===== src/rtl/uart_pkg.sv =====
// Shared encodings for the uart_tx scheduler: FSM states, uart_tx state codes
// and the default bit period.
package uart_pkg;

  typedef enum logic [1:0] {
    ST_IDLE   = 2'd0,
    ST_GRANT  = 2'd1,
    ST_LAUNCH = 2'd2,
    ST_SEND   = 2'd3
  } sched_state_e;

  localparam logic [3:0] TX_ST_IDLE  = 4'd0;
  localparam logic [3:0] TX_ST_START = 4'd1;
  localparam logic [3:0] TX_ST_STOP  = 4'd10;

  // 100 MHz system clock / 115200 baud
  localparam int DIV_DEFAULT = 868;

endpackage


===== src/rtl/uart_baud_gen.sv =====
// Free-running bit clock for uart_tx: counter 0..DIV-1, txck high for the
// upper half of the count so the rising edge lands on DIV/2-1 -> DIV/2.
module uart_baud_gen
  import uart_pkg::*;
#(
  parameter int DIV = DIV_DEFAULT
) (
  input  logic clk,
  input  logic rst,
  output logic txck
);

  localparam int CW = $clog2(DIV);

  logic [CW-1:0] cnt_q, cnt_d;
  logic          txck_q, txck_d;

  always_comb begin
    cnt_d  = (cnt_q == CW'(DIV - 1)) ? '0 : cnt_q + 1'b1;
    // registered from the next count so txck is glitch-free and in step with cnt_q
    txck_d = (cnt_d >= CW'(DIV / 2));
  end

  always_ff @(posedge clk or posedge rst) begin
    if (rst) begin
      cnt_q  <= '0;
      txck_q <= 1'b0;
    end else begin
      cnt_q  <= cnt_d;
      txck_q <= txck_d;
    end
  end

  assign txck = txck_q;

endmodule


===== src/rtl/uart_tx_sched.sv =====
// Round-robin arbiter sharing one uart_tx among N byte producers; sequences
// tstart/txpd against uart_tx state so each frame carries fresh data.
module uart_tx_sched
  import uart_pkg::*;
#(
  parameter int N   = 4,
  parameter int DIV = DIV_DEFAULT
) (
  input  logic                 clk,
  input  logic                 rst,
  input  logic [N-1:0]         req,
  input  logic [8*N-1:0]       req_data,
  output logic [N-1:0]         ack,
  output logic                 txck,
  output logic [7:0]           txpd,
  output logic                 tstart,
  input  logic [3:0]           tx_state,
  output logic                 busy,
  output logic [$clog2(N)-1:0] active_id
);

  localparam int ID_W = $clog2(N);

  // Handshake: req[i] is a level held until ack[i]; ack[i] is a one-clk pulse
  // meaning req_data[i] was captured. Dropping req before ack withdraws it.

  sched_state_e    state_q, state_d;
  logic [7:0]      hold_q, hold_d;
  logic [ID_W-1:0] id_q, id_d;
  logic [ID_W-1:0] ptr_q, ptr_d;
  logic [N-1:0]    ack_q, ack_d;
  logic            tstart_q, tstart_d;
  logic [ID_W:0]   pick;
  logic [ID_W-1:0] win;

  // First requester at or above ptr (mod N); MSB flags that one was found.
  function automatic logic [ID_W:0] rr_pick(input logic [N-1:0]    r,
                                            input logic [ID_W-1:0] ptr);
    logic [ID_W:0]   res;
    logic [ID_W-1:0] idx;
    res = '0;
    for (int off = N - 1; off >= 0; off--) begin
      idx = ID_W'((int'(ptr) + off) % N);
      if (r[idx]) res = {1'b1, idx};
    end
    return res;
  endfunction

  uart_baud_gen #(
    .DIV (DIV)
  ) u_baud (
    .clk  (clk),
    .rst  (rst),
    .txck (txck)
  );

  always_comb begin
    state_d  = state_q;
    hold_d   = hold_q;
    id_d     = id_q;
    ptr_d    = ptr_q;
    ack_d    = '0;
    tstart_d = 1'b0;
    pick     = rr_pick(req, ptr_q);
    win      = pick[ID_W-1:0];

    case (state_q)
      ST_IDLE: begin
        if ((|req) && (tx_state == TX_ST_IDLE)) state_d = ST_GRANT;
      end
      ST_GRANT: begin
        if (pick[ID_W]) begin
          hold_d     = req_data[8*win +: 8];
          id_d       = win;
          ack_d[win] = 1'b1;
          ptr_d      = ID_W'((int'(win) + 1) % N);
          state_d    = ST_LAUNCH;
        end else begin
          // every request was withdrawn between IDLE and GRANT
          state_d = ST_IDLE;
        end
      end
      ST_LAUNCH: begin
        if (tx_state == TX_ST_START) state_d = ST_SEND;
        else                         tstart_d = 1'b1;
      end
      ST_SEND: begin
        // tstart stays low through stop so uart_tx must pass through idle
        if (tx_state == TX_ST_IDLE) state_d = ST_IDLE;
      end
      default: state_d = ST_IDLE;
    endcase
  end

  always_ff @(posedge clk or posedge rst) begin
    if (rst) begin
      state_q  <= ST_IDLE;
      hold_q   <= '0;
      id_q     <= '0;
      ptr_q    <= '0;
      ack_q    <= '0;
      tstart_q <= 1'b0;
    end else begin
      state_q  <= state_d;
      hold_q   <= hold_d;
      id_q     <= id_d;
      ptr_q    <= ptr_d;
      ack_q    <= ack_d;
      tstart_q <= tstart_d;
    end
  end

  assign ack       = ack_q;
  assign txpd      = hold_q;
  assign tstart    = tstart_q;
  assign active_id = id_q;
  assign busy      = (state_q != ST_IDLE);

endmodule


===== config.mk =====
export PLATFORM = sky130hd
export DESIGN_NAME = uart_tx_sched
export DESIGN_NICKNAME = d
export VERILOG_FILES = /design/src/rtl/uart_pkg.sv /design/src/rtl/uart_baud_gen.sv /design/src/rtl/uart_tx_sched.sv
export SDC_FILE = /design/constraint.sdc
export NUM_CORES = 1
export LEC_CHECK = 0
export CAP_MARGIN = 20
export CORE_UTILIZATION = 40
export CTS_BUF_LIST = sky130_fd_sc_hd__clkbuf_16
export DETAILED_ROUTE_END_ITERATION = 7
export PLACE_DENSITY = 0.76
export SLEW_MARGIN = 5
export SYNTH_ARGS = -nofsm -noshare
export SYNTH_HDL_FRONTEND = slang
export SYNTH_SLANG_ARGS = --single-unit

===== constraint.sdc =====
create_clock -name clk -period 1.7 [get_ports clk]
set_input_delay 0.34 -clock clk [delete_from_list [all_inputs] [get_ports clk]]
set_output_delay 0.34 -clock clk [all_outputs]
set_load 0.02 [all_outputs]

==> results.tsv <==
stage	metric	value	unit
power_and_ir_drop	VDD IR max	0.7712	mV
synth	Yosys warnings	0	
floorplanning	Die Y	66.19	um
timing	Min Clock Period, post-route	1795	ps
worst_setup_path	CP arrival	1930	ps
synth	asr flop ratio synth	100.0	%
finish	fin area	2705	um2
clock_tree	Longest Clk Path Bufs	2	
synth	number of synthesized flops with an enable pin	0	
synth	Synth Register Bits	30	
timing	Worst Skew	6.998	ps
route	Avg WL per Cell	14.18	um
timing	Min Hold Slack	449.8	ps
worst_setup_path	R2R setup slack	-100	ps
route	Iter 0 DRT Violations	85	
placed_design	routability-driven placement congestion ratio	0.8240	
synth	Synth area leaders	dfrtp_1 (46%), mux2i_1 (10%), nand2_1 (4.8%)	
synth	synthesized area	1648	um2
worst_setup_path	reg2reg end	u_baud.txck	
timing	Slew headroom	74.10	%
route	TritonRoute pass-1 iters	4	
worst_setup_path	crit path launch type	flip-flop	
worst_setup_path	ordered cell list for the critical path	ha_4 > or4b_4 > o311ai_4 > nand3_2 > a31oi_1 > o211ai_1	
route	DRC viols	0	
worst_setup_path	CP peak stage delay	510	ps
floorplanning	Die W	66.19	um
grt	first-pass GRT wire length	6444	um
grt	met3 Use GR	7.586	%
synth	Post-Syn Instances	160	
route	vias post-DR	1526	
clock_tree	CTS Buf Count	5	
floorplanning	Total Die Area	4380	um2
power_and_ir_drop	pwr dens	1210	nW/um2
clock_tree	# hold bufs at CTS	0	
grt	GRT met2 Usage	31.51	%
route	post-route ant nets	0	
floorplanning	IO Pins	59	
clock_tree	CTS tree	yes	
synth	post-synth top area share	45.56	%
synth	Synth cell types	42	
placed_design	DP Area	2477	um2
worst_setup_path	Worst Path Max Fanout	4	
min_path	Hold Crit Class	input pin to async pin	
timing	pin slew with the least headroom to its limit	385.5	ps
grt	vias in the first global route	1426	
synth	Avg Cell Area, Syn	10.30	um2
worst_setup_path	worst r2r src	u_baud.cnt_q[1]	
clock_tree	clk root buf	clkbuf_16	
worst_setup_path	cell count along the critical path	6	
finish	number of nets in the layout	293	
grt	met1 usage	25.41	%
timing	Final Setup Violations	1	
status	violated checks	negative setup slack	
route	DR vias/cell	5.208	
synth	Synth area leader	dfrtp_1	
power_and_ir_drop	Power Total	3.274	mW
worst_setup_path	critical path class	flip-flop to flip-flop	
finish	ANT cells	0	
run	Max Cap Violations	0	
clock_tree	CTS sink count	30	
worst_setup_path	critical path required time	1840	ps
floorplanning	core area	3799	um2
power_and_ir_drop	Leakage	1.221	nW
placed_design	DP Wirelength	2892	um
floorplanning	starting density of the core	43.38	%
route	Total Wirelength	4156	um
grt	antenna violations before repair	0	
finish	share of cells above drive strength 1	19.59	%
timing	Final Cycle Share	105.6	%
worst_setup_path	delay-heaviest family, CP	simple AND/OR/NAND/NOR gates	
worst_setup_path	Bufs and invs on worst path	0	
worst_setup_path	slowest CP cell	or4b_4	
timing	RSZ-0062 raised after global routing	true	
synth	Synth Flop Type	dfrtp_1	
grt	GRT busiest layer	met2	
placed_design	IO Port Bufs	58	
grt	Total GRT Usage	20.13	%
finish	area growth from synthesis to layout	64.16	%
synth	register area share after synthesis	45.56	%
grt	pin count of the biggest net entering global routing	31	
worst_setup_path	Worst Reg2Reg Path Length in Cells	6	
clock_tree	clock latency at the later pin of the worst-skew pair	270	ps
timing	PnR worst setup slack	-95.45	ps
floorplanning	row cnt	22	
synth	syn_nets	207	
timing	max-slew violations	0	
status	status	finished with violations	
grt	total grt overflow	0	
worst_setup_path	Crit. End Element	flip-flop	
clock_tree	htree depth	2	
timing	TNS Setup	-95.45	ps
clock_tree	CTS clock-pin slew for the worst setup and hold paths	50	ps
timing	f_max	0.5570	GHz
timing	Fin. Hold Viols	0	
[layer usage]
| metal | vias to the layer above | part of all wire [%] |
|---|---|---|
| met5 | - | 0 |
| li1 | 745 | - |
| met2 | 72 | 47 |
| met1 | 701 | 44 |
| met3 | 8 | 7.3 |
| met4 | 0 | 2.1 |
[per-stage QoR]
step           util [%]  cells  setup slack [ps]
6_report          71.21    293            -95.45
5_1_grt           71.21    293            -187.0
4_1_cts           69.47    292            -111.8
3_5_place_dp      65.22    285            -397.4
3_3_place_gp      65.22    285            -366.7
2_1_floorplan         -    160            -47.97
[where the power goes]
group	switching, mW	total (mW)	leakage [nW]	internal (mW)
clock network	0.259	0.776	0.0632	0.516
logic	0.695	1.48	0.782	0.789
registers	0.124	1.01	0.376	0.890
total	1.08	3.27	1.22	2.20
[state kept, by name, indices dropped and copies added (netlist names), named ones only]
register	count
ack	4
active_id	2
ptr_q	2
state_q	1
tstart	1
txpd	8
u_baud.cnt_q	10
u_baud.txck	1
[worst max-delay path by stage]
stage,from,end,slack [ps]
CTS,u_baud.cnt_q[1],u_baud.txck,-110
finish,u_baud.cnt_q[1],u_baud.txck,-100
global placement,req[0],txpd[5],-370
detailed placement,req[0],txpd[4],-400
floorplan,u_baud.cnt_q[0],u_baud.txck,-50
global route,u_baud.cnt_q[1],u_baud.txck,-190
[what timing repair did]
item                       in CTS  in global routing
pin swaps                       2                  3
setup endpoints to repair      11                 10
buffers inserted                1                  0
gates resized for setup        12                  9
cloned                          0                  1
[cells by family after synthesis]
kind of cell,Yosys count,synth area share [%]
AND/OR/NAND/NOR,60,19.67
AO/OA/AOI/OAI,30,14.28
XOR/XNOR,5,2.658
buffers and inverters,13,3.721
adder cells (fa/ha/maj),5,3.797
multiplexers,17,10.33
flip-flops,30,45.56
[layout make-up]
cell class,count,area [um2]
inverters,9,33.78
clock inverters,1,3.754
clock buffers,5,125.1
fillers,265,1094
multi-input cells,117,912.1
repair buffers,83,819.5
well taps,48,60.06
flip-flops and latches,30,750.7
[cell usage after synthesis, drive strengths merged, types with 2 or more instances]
cell type / count
dfrtp: 30
nor2: 7
a21oi: 3
nor2b: 5
nand2b: 2
and2: 5
o21bai: 2
xor2: 2
nand2: 21
o21ai: 5
o221ai: 8
buf: 3
nor3: 5
xnor2: 3
nand4: 2
a31oi: 2
nand3: 6
o22ai: 2
mux2i: 17
inv: 9
nor4: 2
ha: 5
[cell usage in the layout, fill, tap and decap left out, types with 3 or more instances in the layout]
cell              n
xnor2_1           3
buf_6             3
dfrtp_1          30
clkbuf_16         6
ha_1              4
nor2b_1           3
o221ai_1          7
a21oi_1           3
clkdlybuf4s50_1  53
inv_1             7
nor2_1            7
nand2_1          21
and2_1            5
nand3_1           5
o21ai_0           3
mux2i_1          14
buf_4            19
dlygate4sd2_1     4
[worst min-delay path, cell delays in order]
cell             delay [ps]
clkdlybuf4s50_1         390
inv_1                    50
buf_4                   340
(Power assumes the default switching activity.)
